<file path="src/rtl/store_pkg.sv">
// Shared types for the store path: size encodings and the buffered entry.
// Imported by store_lane_narrow and store_narrow_buffer.
package store_pkg;

  typedef enum logic [1:0] {
    SZ_BYTE = 2'b00,
    SZ_HALF = 2'b01,
    SZ_WORD = 2'b10,
    SZ_RSVD = 2'b11
  } size_e;

  typedef struct packed {
    logic [31:0] addr;
    logic [31:0] data;
    logic [3:0]  be;
  } store_entry_t;

endpackage

</file>
<file path="src/rtl/store_lane_narrow.sv">
// Narrows a register value onto little-endian byte lanes, with byte enables.
// Ports: size_i, lane_i (addr[1:0]), data_i -> data_o, be_o, illegal_o.
module store_lane_narrow
  import store_pkg::*;
(
  input  logic [1:0]  size_i,
  input  logic [1:0]  lane_i,
  input  logic [31:0] data_i,
  output logic [31:0] data_o,
  output logic [3:0]  be_o,
  output logic        illegal_o
);

  always_comb begin
    data_o    = '0;
    be_o      = '0;
    illegal_o = 1'b0;
    unique case (size_e'(size_i))
      SZ_BYTE: begin
        data_o = {4{data_i[7:0]}};
        be_o   = 4'b0001 << lane_i;
      end
      SZ_HALF: begin
        data_o    = {2{data_i[15:0]}};
        be_o      = lane_i[1] ? 4'b1100 : 4'b0011;
        illegal_o = lane_i[0];
      end
      SZ_WORD: begin
        data_o    = data_i;
        be_o      = 4'b1111;
        illegal_o = (lane_i != 2'b00);
      end
      default: begin
        illegal_o = 1'b1;
      end
    endcase
  end

endmodule

</file>
<file path="src/rtl/store_narrow_buffer.sv">
// Store buffer: narrows MEM-stage stores and drains them in order to dmem.
// Ports: req_* (valid/ready in), mem_* (valid/ready out), misalign_o, empty_o.
module store_narrow_buffer
  import store_pkg::*;
#(
  parameter int DEPTH = 2
) (
  input  logic        clk_i,
  input  logic        rst_i,
  input  logic        req_valid_i,
  output logic        req_ready_o,
  input  logic [1:0]  req_size_i,
  input  logic [31:0] req_addr_i,
  input  logic [31:0] req_data_i,
  output logic        mem_valid_o,
  input  logic        mem_ready_i,
  output logic [31:0] mem_addr_o,
  output logic [31:0] mem_data_o,
  output logic [3:0]  mem_be_o,
  output logic        misalign_o,
  output logic        empty_o
);

  localparam int PW = (DEPTH > 1) ? $clog2(DEPTH) : 1;
  localparam int CW = $clog2(DEPTH + 1);

  store_entry_t buf_q [DEPTH];
  store_entry_t wr_entry;
  store_entry_t head;

  logic [PW-1:0] wr_ptr_q, wr_ptr_d;
  logic [PW-1:0] rd_ptr_q, rd_ptr_d;
  logic [CW-1:0] count_q, count_d;
  logic          misalign_q, misalign_d;

  logic [31:0] lane_data;
  logic [3:0]  lane_be;
  logic        illegal;
  logic        full;
  logic        hs;
  logic        push;
  logic        pop;

  store_lane_narrow u_narrow (
    .size_i    (req_size_i),
    .lane_i    (req_addr_i[1:0]),
    .data_i    (req_data_i),
    .data_o    (lane_data),
    .be_o      (lane_be),
    .illegal_o (illegal)
  );

  assign wr_entry.addr = {req_addr_i[31:2], 2'b00};
  assign wr_entry.data = lane_data;
  assign wr_entry.be   = lane_be;

  assign full    = (count_q == CW'(DEPTH));
  assign empty_o = (count_q == '0);

  // Ready is a pure function of count: no path from mem_ready_i.
  assign req_ready_o = !full;
  assign hs          = req_valid_i && req_ready_o;
  assign push        = hs && !illegal;
  assign pop         = mem_valid_o && mem_ready_i;

  assign head        = buf_q[rd_ptr_q];
  assign mem_valid_o = !empty_o;
  assign mem_addr_o  = mem_valid_o ? head.addr : '0;
  assign mem_data_o  = mem_valid_o ? head.data : '0;
  assign mem_be_o    = mem_valid_o ? head.be   : '0;
  assign misalign_o  = misalign_q;

  always_comb begin
    wr_ptr_d   = wr_ptr_q;
    rd_ptr_d   = rd_ptr_q;
    count_d    = count_q;
    misalign_d = hs && illegal;
    if (push) wr_ptr_d = wr_ptr_q + PW'(1);
    if (pop)  rd_ptr_d = rd_ptr_q + PW'(1);
    unique case ({push, pop})
      2'b10:   count_d = count_q + CW'(1);
      2'b01:   count_d = count_q - CW'(1);
      default: count_d = count_q;
    endcase
  end

  always_ff @(posedge clk_i) begin
    if (rst_i) begin
      wr_ptr_q   <= '0;
      rd_ptr_q   <= '0;
      count_q    <= '0;
      misalign_q <= 1'b0;
    end else begin
      wr_ptr_q   <= wr_ptr_d;
      rd_ptr_q   <= rd_ptr_d;
      count_q    <= count_d;
      misalign_q <= misalign_d;
    end
  end

  // Storage needs no reset; validity is tracked by count and pointers.
  always_ff @(posedge clk_i) begin
    if (push && !rst_i) buf_q[wr_ptr_q] <= wr_entry;
  end

endmodule

</file>
<file path="config.mk">
export PLATFORM = sky130hd
export DESIGN_NAME = store_narrow_buffer
export DESIGN_NICKNAME = d
export VERILOG_FILES = /design/src/rtl/store_pkg.sv /design/src/rtl/store_lane_narrow.sv /design/src/rtl/store_narrow_buffer.sv
export SDC_FILE = /design/constraint.sdc
export NUM_CORES = 1
export LEC_CHECK = 0
export ABC_AREA = 1
export BUFFER_PORTS_ARGS = -buffer_cell sky130_fd_sc_hd__buf_2
export CAP_MARGIN = 20
export CORE_ASPECT_RATIO = 0.6
export CORE_UTILIZATION = 48
export CTS_CLUSTER_DIAMETER = 80
export DETAILED_ROUTE_END_ITERATION = 8
export PLACE_DENSITY = 0.75
export SETUP_SLACK_MARGIN = 0.2
export SLEW_MARGIN = 25
export SYNTH_ARGS = -nofsm -noshare
export SYNTH_HDL_FRONTEND = slang
export SYNTH_SLANG_ARGS = --single-unit
export TNS_END_PERCENT = 100
</file>
<file path="constraint.sdc">
create_clock -name clk_i -period 4.1 [get_ports clk_i]
set_input_delay 0.41 -clock clk_i [delete_from_list [all_inputs] [get_ports clk_i]]
set_output_delay 0.41 -clock clk_i [all_outputs]
set_load 0.05 [all_outputs]
</file>
Word-level counts from Yosys, hierarchy flattened
Memories as Yosys holds them, arrays and structs flattened. A register that Yosys moved wholly into a read port is not among the register bits. Cells that the tools add are included.

Add/sub/neg operators: 4. Equal/unequal tests: 5. Shifts and indexed selects: 1. Multiplexer cells: 12. Reductions and logical operators: 13.

Operators with widths (number): 32-bit one-hot mux with 3 select lines (1); 32-bit two-way mux (2); 4-bit one-hot mux with 3 select lines (1); 4-bit two-way mux (2); 2-bit == test (second input constant) (3); 1-bit logical AND (5); 2-bit by 1-bit == test with 1-bit output (second input constant) (2); 1-bit logical NOT (4); 2-bit logical NOT (2); 1-bit two-way mux (4); 2-bit one-hot mux with 2 select lines (1); 2-bit nonzero test (2); 1-bit by 2-bit left shift with 4-bit output (first input constant) (1); 1-bit one-hot mux with 3 select lines (1); 1-bit adder (second input constant) (2); 2-bit by 1-bit adder with 2-bit output (second input constant) (1); 2-bit by 1-bit subtractor with 2-bit output (second input constant) (1).

Register bits after elaboration: 5. Bits in writable memories: 132. Input port bits: 70. Output and inout bits: 72. Logic and storage cells: 40. Memories: 1.

Memories: buf_q (words 2, bits a word 66, read ports 1, clocked after memory_dff 1, write ports 1, RTL line store_narrow_buffer.sv:27) `store_entry_t buf_q [DEPTH];`.

Depth between registers and ports, before layout
Gate-level depths: netlist (run 1).

Word-level depth: 7. Depth in mapped cells: 9. Depth with buffers taken out: 9.

Hierarchy
From an unflattened synthesis (run 1), not the netlist that was laid out.

Cell total of the unflattened synthesis: 505. Area total of the unflattened synthesis: 5846.9 sq um.

By module, submodules not included: store_narrow_buffer (instances 1, cells an instance 397, area each 5353.9 sq um, seq. area each 4083.9 sq um); store_lane_narrow (instances 1, cells an instance 108, area each 493.0 sq um, seq. area each 0.0 sq um).

Least setup slack after synthesis (run 1)
OpenSTA, ideal clock, no wires.

Path kind: input to register. Start point: input req_size_i[1]. End point: memory buf_q[1][0] (netlist name), enable pin. Library setup time: 490 ps. Arrival time: 3519 ps. Required time: 3610 ps. Setup slack: 90 ps. Cell stages on the path: 4. Buffers on the path: 1. Cell sequence: buf_4 o21ai_1 nand3_1 nor2_1.

Cells in the longest elaborated chain, start to end: 7. Elaborated cells between the ends (all ways): 9. Those cells by class: 2 x eq/ne; 3 x mux; 4 x reduce/logical.

RTL lines: from (decl) (RTL line store_narrow_buffer.sv:12) `input logic [1:0] req_size_i,`; 2-bit == test (tied with other cells) (RTL line store_lane_narrow.sv:18) `unique case (size_e'(size_i))`; 1-bit one-hot mux with 3 select lines (*) (RTL line store_lane_narrow.sv:18); 1-bit logical NOT (*) (RTL line store_narrow_buffer.sv:63) `assign push = hs && !illegal;`; 1-bit logical AND (*) (RTL line store_narrow_buffer.sv:63); 1-bit logical AND (*) (RTL line store_narrow_buffer.sv:103) `if (push && !rst_i) buf_q[wr_ptr_q] <= wr_entry;`; 1-bit two-way mux (*) (RTL line store_narrow_buffer.sv:103); 1-bit two-way mux (implied by the code) (*) (RTL line store_narrow_buffer.sv:103); to (decl) (RTL line store_narrow_buffer.sv:27).

Every way passes the cells marked *; elsewhere a longest branch is shown, timed or not.

Final worst setup path (run 1)
Start point: register count_q[1]. End point: output mem_data_o[19].

Cells in the longest elaborated chain, start to end: 2.

RTL lines: from (decl) (RTL line store_narrow_buffer.sv:33) `logic [CW-1:0] count_q, count_d;`; from (signal assigned) (RTL line store_narrow_buffer.sv:96) `count_q <= count_d;`; 2-bit logical NOT (RTL line store_narrow_buffer.sv:58) `assign empty_o = (count_q == '0);`; 32-bit two-way mux (RTL line store_narrow_buffer.sv:69) `assign mem_data_o = mem_valid_o ? head.data : '0;`; to (decl) (RTL line store_narrow_buffer.sv:18) `output logic [31:0] mem_data_o,`.

No other way between the ends.

==> results of run 1 <==
==> cells by family after synthesis <==
kind of cell / share of synthesized area [%]
compound gates: 7.47
fa+ha+maj: 0.220
buf+inv: 4.30
flops: 71.9
other cells: 0.0660
simple gates: 16.0
==> sequential cells by signal, summed over array words and instances, names as in the netlist, named ones only <==
name,count
buf_q,132
count_q,2
misalign_o,1
rd_ptr_q,1
wr_ptr_q,1
==> area by class of cell <==
cell class                      count  area (µm²)  area share [%]
Multi-Input combinational cell    317        1370            19.2
Timing Repair Buffer              147         756            10.6
Clock buffer                       17         425            5.98
Sequential cell                   138        4090            57.4
Clock inverter                     15         200            2.81
Inverter                           23        86.3            1.21
Tap cell                          160         200            2.81
==> layer usage <==
| layer | global-route usage (%) | part of all wire [%] |
|---|---|---|
| met5 | 0 | 0 |
| met4 | 8.60 | 1.1 |
| met3 | 5.52 | 6.0 |
| met2 | 37.3 | 50 |
| met1 | 30.7 | 43 |
==> worst max path at each step <==
stage | startpoint | endpoint | slack (ns) | cells past startpoint
after global routing | count_q[1] | mem_data_o[19] | 1.22 | 5
after global placement | req_size_i[1] | buf_q[1][16] | 1.71 | 5
after detailed placement | req_size_i[1] | buf_q[1][16] | 1.64 | 5
after floorplan | req_size_i[1] | buf_q[1][0] | 1.19 | 4
final | count_q[1] | mem_data_o[19] | 1.39 | 5
after CTS | count_q[1] | mem_data_o[19] | 1.35 | 5
==> synthesized netlist by cell type <==
cell type	number
sky130_fd_sc_hd__edfxtp_1	132
sky130_fd_sc_hd__o21ai_1	3
sky130_fd_sc_hd__nand4_1	1
sky130_fd_sc_hd__nor2_1	23
sky130_fd_sc_hd__buf_6	3
sky130_fd_sc_hd__o21ai_0	12
sky130_fd_sc_hd__ha_1	1
sky130_fd_sc_hd__nor2_2	1
sky130_fd_sc_hd__conb_1	1
sky130_fd_sc_hd__or2_2	1
sky130_fd_sc_hd__inv_2	2
sky130_fd_sc_hd__clkbuf_1	4
sky130_fd_sc_hd__nand3_1	18
sky130_fd_sc_hd__buf_1	1
sky130_fd_sc_hd__nand2_1	183
sky130_fd_sc_hd__nor3_1	1
sky130_fd_sc_hd__nor2_4	2
sky130_fd_sc_hd__a21boi_0	1
sky130_fd_sc_hd__buf_4	4
sky130_fd_sc_hd__inv_1	21
sky130_fd_sc_hd__buf_2	15
sky130_fd_sc_hd__a21oi_1	67
sky130_fd_sc_hd__a31oi_1	1
sky130_fd_sc_hd__dfxtp_1	6
==> stage by stage <==
step / instance area (µm²) / util [%] / std cells
after floorplan: 5680 / - / 505
after CTS: 7120 / 62.4 / 817
after global placement: 6490 / 56.9 / 785
final: 7120 / 62.4 / 817
after global routing: 7120 / 62.4 / 817
after detailed placement: 6490 / 56.9 / 785
==> critical path, cell delays in order (launching register included) <==
cell,delay [ns]
sky130_fd_sc_hd__dfxtp_1,0.36
sky130_fd_sc_hd__nor2_4,0.41
sky130_fd_sc_hd__buf_4,0.34
sky130_fd_sc_hd__buf_4,0.39
sky130_fd_sc_hd__a21oi_1,0.12
sky130_fd_sc_hd__buf_2,0.24
==> power by group through the flow <==
stage	Clock [mW]	Sequential, mW	Combinational [mW]
2_1_floorplan	0	1.64	0.713
5_1_grt	1.69	1.61	1.02
3_5_place_dp	0	1.64	0.961
6_report	1.61	1.61	0.957
3_3_place_gp	0	1.64	0.945
4_1_cts	1.63	1.61	0.964
==> impl_metrics.csv, run 1 <==
group,metric,value,unit
route,routedWlPerCell,16.6,µm
sta,setup_viol_count_final,0,
finish,mostFrequentLayoutCell,"sky130_fd_sc_hd__nand2_1",
grt,grt_usage,23.1,%
route,drc,0,
yosys,syn-cell-area,5680,µm²
die,core_area,11400,µm²
setup_path,worstSetupPathType,"reg -> out",
grt,grt_pass1_vias,4139,
place,dp.final_hpwl,8.92,mm
yosys,cell_type_with_the_largest_total_area_after_synthesis,"sky130_fd_sc_hd__edfxtp_1",
pwr,pwr_density_cell,587,nW/µm²
route,detail_route.wirelength,13.5,mm
pwr,switching_share,32.9,%
sta,final.setup.tns,0,ns
job,max-cap-violations,0,
clock_tree,clockRootBuffer,"sky130_fd_sc_hd__clkbuf_16",
clock_tree,h-tree-depth,4,
setup_path,rr_endpoint,"buf_q[1][37]",
pwr,clock_power_share,38.6,%
sta,worst_slack,1.39,ns
clock_tree,clkSlewWorstSetupHoldPaths,0.06,ns
clock_tree,clock_tree_from_tritoncts,"built",
min_path,whs_path_depth,1,
sta,layout_min_cycle_time,2.71,ns
sta,worst_case_hold_slack,0.188,ns
die,ios,142,
place,dp_slack,1.64,ns
min_path,worstHoldPathType,"in -> reg",
yosys,post-synth-top-area-fraction,69.8,%
setup_path,worstSetupEndpointType,"output pin",
pwr,power.switching,1.37,mW
setup_path,critPathMaxFanout,33,
route,avgViaCountPerCell,5.13,
pwr,power.static_leakage,2.96,nW
finish,antenna_cells,0,
setup_path,cp.required,3.69,ns
yosys,synthesis.instances,504,
min_path,hold_path_startpoint,"req_addr_i[23]",
place,placement.io_buffers,139,
clock_tree,total_of_cells_resized_after_clock_tree_synthesis,0,
sta,final_hold_viol_count,0,
pwr,share_comb_of_total_power,22.9,%
sta,slew_headroom,49.9,%
grt,grt_pass1_wl,20.8,mm
pwr,power_after_layout,4.18,mW
setup_path,worst_r2r_startpoint,"count_q[0]",
yosys,synth_area_leaders,"sky130_fd_sc_hd__edfxtp_1, sky130_fd_sc_hd__nand2_1, sky130_fd_sc_hd__a21oi_1",
pwr,seq_power_share,38.5,%
grt,grt_max_degree,67,
finish,nNetsFinal,715,
sta,setup_repair_after_global_routing_missed_its_margin,"false",
die,dieHeight,86.2,µm
setup_path,critPathLaunchType,"flip-flop",
sta,timing_worst_slew_pin_value,0.750,ns
pwr,irDropWorstVdd,0.377,mV
place,gp_congestion,0.868,
outcome,outcome,"complete, no violations",
grt,global_route.overflow_total,0,
yosys,yosysSeqAreaShare,71.9,%
die,start_util,49.8,%
die,die_width,142,µm
sta,timing.final.max_slew_violations,0,
route,first_iter_violations,307,
clock_tree,maximum_buffer_depth_of_the_clock_tree,2,
finish,final.fill_count,907,
sta,period_share,66.1,%
clock_tree,clkLatencyLatePin,0.41,ns
route,detail-route-antenna-nets,0,
setup_path,crit_arrival,2.30,ns
min_path,min_to,"buf_q[0][57]",
grt,grt_antenna_before_repair,0,
die,fp-row-count,30,
finish,layout-drive-gt1-share,28.6,%
setup_path,ff2ff_path_depth,5,
setup_path,worst_reg2reg_setup_slack,1.81,ns
sta,max_freq,369,MHz
route,drt-pass1-iter-count,5,
clock_tree,cts-buffers-inserted,17,
die,full_die_area,12300,µm²
clock_tree,cts_setup_buffers,0,
yosys,synth-seq-cells,138,
finish,area_growth,25.4,%
pwr,intPower,2.80,mW
clock_tree,cts_num_sinks,138,
yosys,yosys.cell_types.count,24,
sta,clock_skew,0.00774,ns
clock_tree,cts_hold_buf,0,
finish,mostFrequentLayoutCells,"sky130_fd_sc_hd__nand2_1, sky130_fd_sc_hd__buf_2, sky130_fd_sc_hd__edfxtp_1",
route,vias,4191,
yosys,syn_avg_cell_area,11.3,µm²
yosys,ys.warnings.count,0,
No activity file was read; power rests on OpenSTA's default activity.
==> inputs of run 2 (changes only) <==
--- a/config.mk
+++ b/config.mk
@@ -5,7 +5,7 @@
 export SDC_FILE = /design/constraint.sdc
 export NUM_CORES = 1
 export LEC_CHECK = 0
-export ABC_AREA = 1
+export ABC_AREA = 0
 export BUFFER_PORTS_ARGS = -buffer_cell sky130_fd_sc_hd__buf_2
 export CAP_MARGIN = 20
 export CORE_ASPECT_RATIO = 0.6
==> constraint.sdc (replaced) <==
create_clock -name clk_i -period 2.2 [get_ports clk_i]
set_input_delay 0.22 -clock clk_i [delete_from_list [all_inputs] [get_ports clk_i]]
set_output_delay 0.22 -clock clk_i [all_outputs]
set_load 0.05 [all_outputs]
==> impl_metrics.csv, run 2 <==
group,metric,value,unit
yosys,syn-cell-area,5780,µm²
pwr,pwr_density_cell,1310,nW/µm²
clock_tree,clock_tree_from_tritoncts,"built",
finish,largest_reg_flops,132,
yosys,yosysSeqAreaShare,70.7,%
pwr,clock_power_share,28.0,%
pwr,power_after_layout,9.99,mW
yosys,synth-seq-cells,138,
pwr,switching_share,41.1,%
yosys,cell_type_with_the_largest_total_area_after_synthesis,"sky130_fd_sc_hd__edfxtp_1",
finish,layout-drive-gt1-share,39.6,%
route,drt-pass1-iter-count,4,
job,max-cap-violations,0,
die,fp-row-count,30,
yosys,syn_avg_cell_area,14.5,µm²
place,dp_slack,0.449,ns
route,avgViaCountPerCell,4.95,
sta,final_hold_viol_count,0,
die,core_area,11500,µm²
finish,final_cell_area,7620,µm²
finish,mostFrequentLayoutCell,"sky130_fd_sc_hd__buf_2",
sta,clock_skew,0.00779,ns
sta,worst_slack,0.276,ns
pwr,share_comb_of_total_power,41.1,%
yosys,ys.warnings.count,0,
grt,grt_antenna_before_repair,0,
setup_path,crit_arrival,1.70,ns
clock_tree,cts-buffers-inserted,17,
die,start_util,50.2,%
grt,grt_pass1_vias,3647,
route,first_iter_violations,145,
pwr,power.switching,4.11,mW
grt,grt_pass1_wl,18.7,mm
yosys,synth_area_leaders,"sky130_fd_sc_hd__edfxtp_1, sky130_fd_sc_hd__mux2i_1, sky130_fd_sc_hd__nor2_1",
finish,mostFrequentLayoutCells,"sky130_fd_sc_hd__buf_2, sky130_fd_sc_hd__edfxtp_1, sky130_fd_sc_hd__mux2i_1",
place,placement.io_buffers,139,
route,detail_route.wirelength,12.0,mm
finish,area_growth,31.9,%
finish,ff_latch_area,4090,µm²
pwr,irDropWorstVdd,0.754,mV
finish,nNetsFinal,636,
sta,setup_viol_count_final,0,
die,ios,142,
finish,antenna_cells,0,
pwr,seq_power_share,30.9,%
clock_tree,clockRootBuffer,"sky130_fd_sc_hd__clkbuf_16",
sta,worst_case_hold_slack,0.0161,ns
clock_tree,maximum_buffer_depth_of_the_clock_tree,2,
outcome,outcome,"complete, no violations",
setup_path,worstSetupPathType,"reg -> out",
grt,grt_max_degree,67,
yosys,yosysMostFrequentCell,"sky130_fd_sc_hd__edfxtp_1",
yosys,asyncSetResetFlopFracSynth,0,%
finish,final.fill_count,858,
setup_path,worstSetupEndpointType,"output pin",
yosys,number_of_enable_flip_flop_cells_after_synthesis,132,
pwr,intPower,5.89,mW
finish,registers_with_the_highest_flip_flop_counts,"buf_q x132, count_q x2",
sta,max_freq,520,MHz
setup_path,cp.required,1.98,ns
clock_tree,h-tree-depth,4,
min_path,worstHoldPathType,"in -> reg",
sta,period_share,87.5,%
yosys,synth-main-ff-cell,"sky130_fd_sc_hd__edfxtp_1",
clock_tree,cts_num_sinks,138,
die,full_die_area,12500,µm²
clock_tree,clkSlewWorstSetupHoldPaths,0.06,ns
grt,grt_usage,20.4,%
place,dp.final_hpwl,7.90,mm
finish,post-route-util,66.2,%
place,gp_congestion,0.828,
sta,layout_min_cycle_time,1.92,ns
die,dieHeight,87.0,µm
sta,setup_repair_after_global_routing_missed_its_margin,"true",
finish,max_flop_register,"buf_q",
route,detail-route-antenna-nets,0,
pwr,power.static_leakage,3.00,nW
yosys,yosys.cell_types.count,29,
yosys,post-synth-top-area-fraction,68.6,%
die,die_width,144,µm
route,vias,3651,
sta,timing.final.max_slew_violations,0,
route,routedWlPerCell,16.3,µm
clock_tree,clkLatencyLatePin,0.40,ns
grt,global_route.overflow_total,0,
setup_path,critPathLaunchType,"flip-flop",
yosys,synth_common_cells,"sky130_fd_sc_hd__edfxtp_1, sky130_fd_sc_hd__nor2_1, sky130_fd_sc_hd__mux2i_1",
place,placed_cell_area,6800,µm²
setup_path,critPathMaxFanout,32,
finish,multi_input_area,1630,µm²
yosys,synthesis.instances,399,
route,drc,0,
-- run 2: cell types whose count changed after synthesis, moves of 3 or more --
cell | before | now
sky130_fd_sc_hd__buf_2 | 15 | 9
sky130_fd_sc_hd__buf_4 | 4 | 12
sky130_fd_sc_hd__a21o_1 | 0 | 16
sky130_fd_sc_hd__mux2i_1 | 0 | 76
sky130_fd_sc_hd__o21ai_1 | 3 | 0
sky130_fd_sc_hd__nand3_1 | 18 | 0
sky130_fd_sc_hd__nand2_1 | 183 | 9
sky130_fd_sc_hd__nor2_1 | 23 | 79
sky130_fd_sc_hd__a21oi_1 | 67 | 13
sky130_fd_sc_hd__inv_1 | 21 | 10
-- run 2: what timing repair did --
action	in CTS	in global routing
hold buffers	19	2
gates resized for setup	1	2
endpoints found under the hold margin	35	2
endpoints found under the setup margin	43	36
pin swaps	0	0
buffers inserted	2	0
-- run 2: worst paths after layout --
| path | from | end | slack (ns) | cells after the start |
|---|---|---|---|---|
| max reg2reg | count_q[1] | count_q[1] | 0.53 | 5 |
| max | count_q[1] | mem_data_o[31] | 0.28 | 5 |
| min reg2reg | rd_ptr_q | flip-flop | 0.52 | 2 |
| min | req_addr_i[4] | buf_q[0][38] | 0.02 | 1 |
-- run 2: final cells by class --
class | instances | share of cell area (%)
clock buffer | 19 | 5.68
clock inverter | 13 | 2.00
inverter | 11 | 0.542
multi-input combinational | 224 | 21.4
sequential | 138 | 53.6
tap | 160 | 2.63
timing repair buffer | 173 | 14.1
-- run 2: through the flow --
step                setup TNS, ns  instances
floorplan                 -111.63        400
global placement                0        683
detailed placement              0        683
CTS                             0        736
global route                    0        738
finish                          0        738
-- run 2: power groups by stage --
stage	logic [mW]	clock network, mW	registers (mW)
2_1_floorplan	3.25	0	3.12
5_1_grt	4.35	2.95	3.10
3_3_place_gp	3.99	0	3.19
3_5_place_dp	4.03	0	3.19
6_report	4.11	2.79	3.09
4_1_cts	4.14	2.84	3.09
-- run 2: kinds of logic (layout without fill, tap and decap cells) --
| family | Yosys count | in the layout | synth area share, % |
|---|---|---|---|
| AO/OA/AOI/OAI | 43 | 43 | 4.61 |
| XOR/XNOR | 3 | 3 | 0.455 |
| adder cells (fa/ha/maj) | 1 | 1 | 0.216 |
| buffers and inverters | 38 | 216 | 3.57 |
| flip-flops | 138 | 138 | 70.7 |
| multiplexers | 77 | 77 | 13.4 |
| other | 1 | 2 | 0.0649 |
| AND/OR/NAND/NOR | 98 | 98 | 6.99 |
-- run 2: per-layer routing --
layer	up-vias	track usage [%]	share of wire [%]
met2	105	32.9	48
li1	1778	-	-
met5	-	0	0
met4	0	8.12	0.75
met1	1757	27.1	46
met3	11	4.67	4.9
-- run 2: worst max-delay path, cell delays in order (launching register included) --
cell	delay, ns
sky130_fd_sc_hd__dfxtp_1	0.36
sky130_fd_sc_hd__or2_1	0.26
sky130_fd_sc_hd__inv_2	0.10
sky130_fd_sc_hd__buf_12	0.23
sky130_fd_sc_hd__nor2_1	0.11
sky130_fd_sc_hd__clkbuf_4	0.22
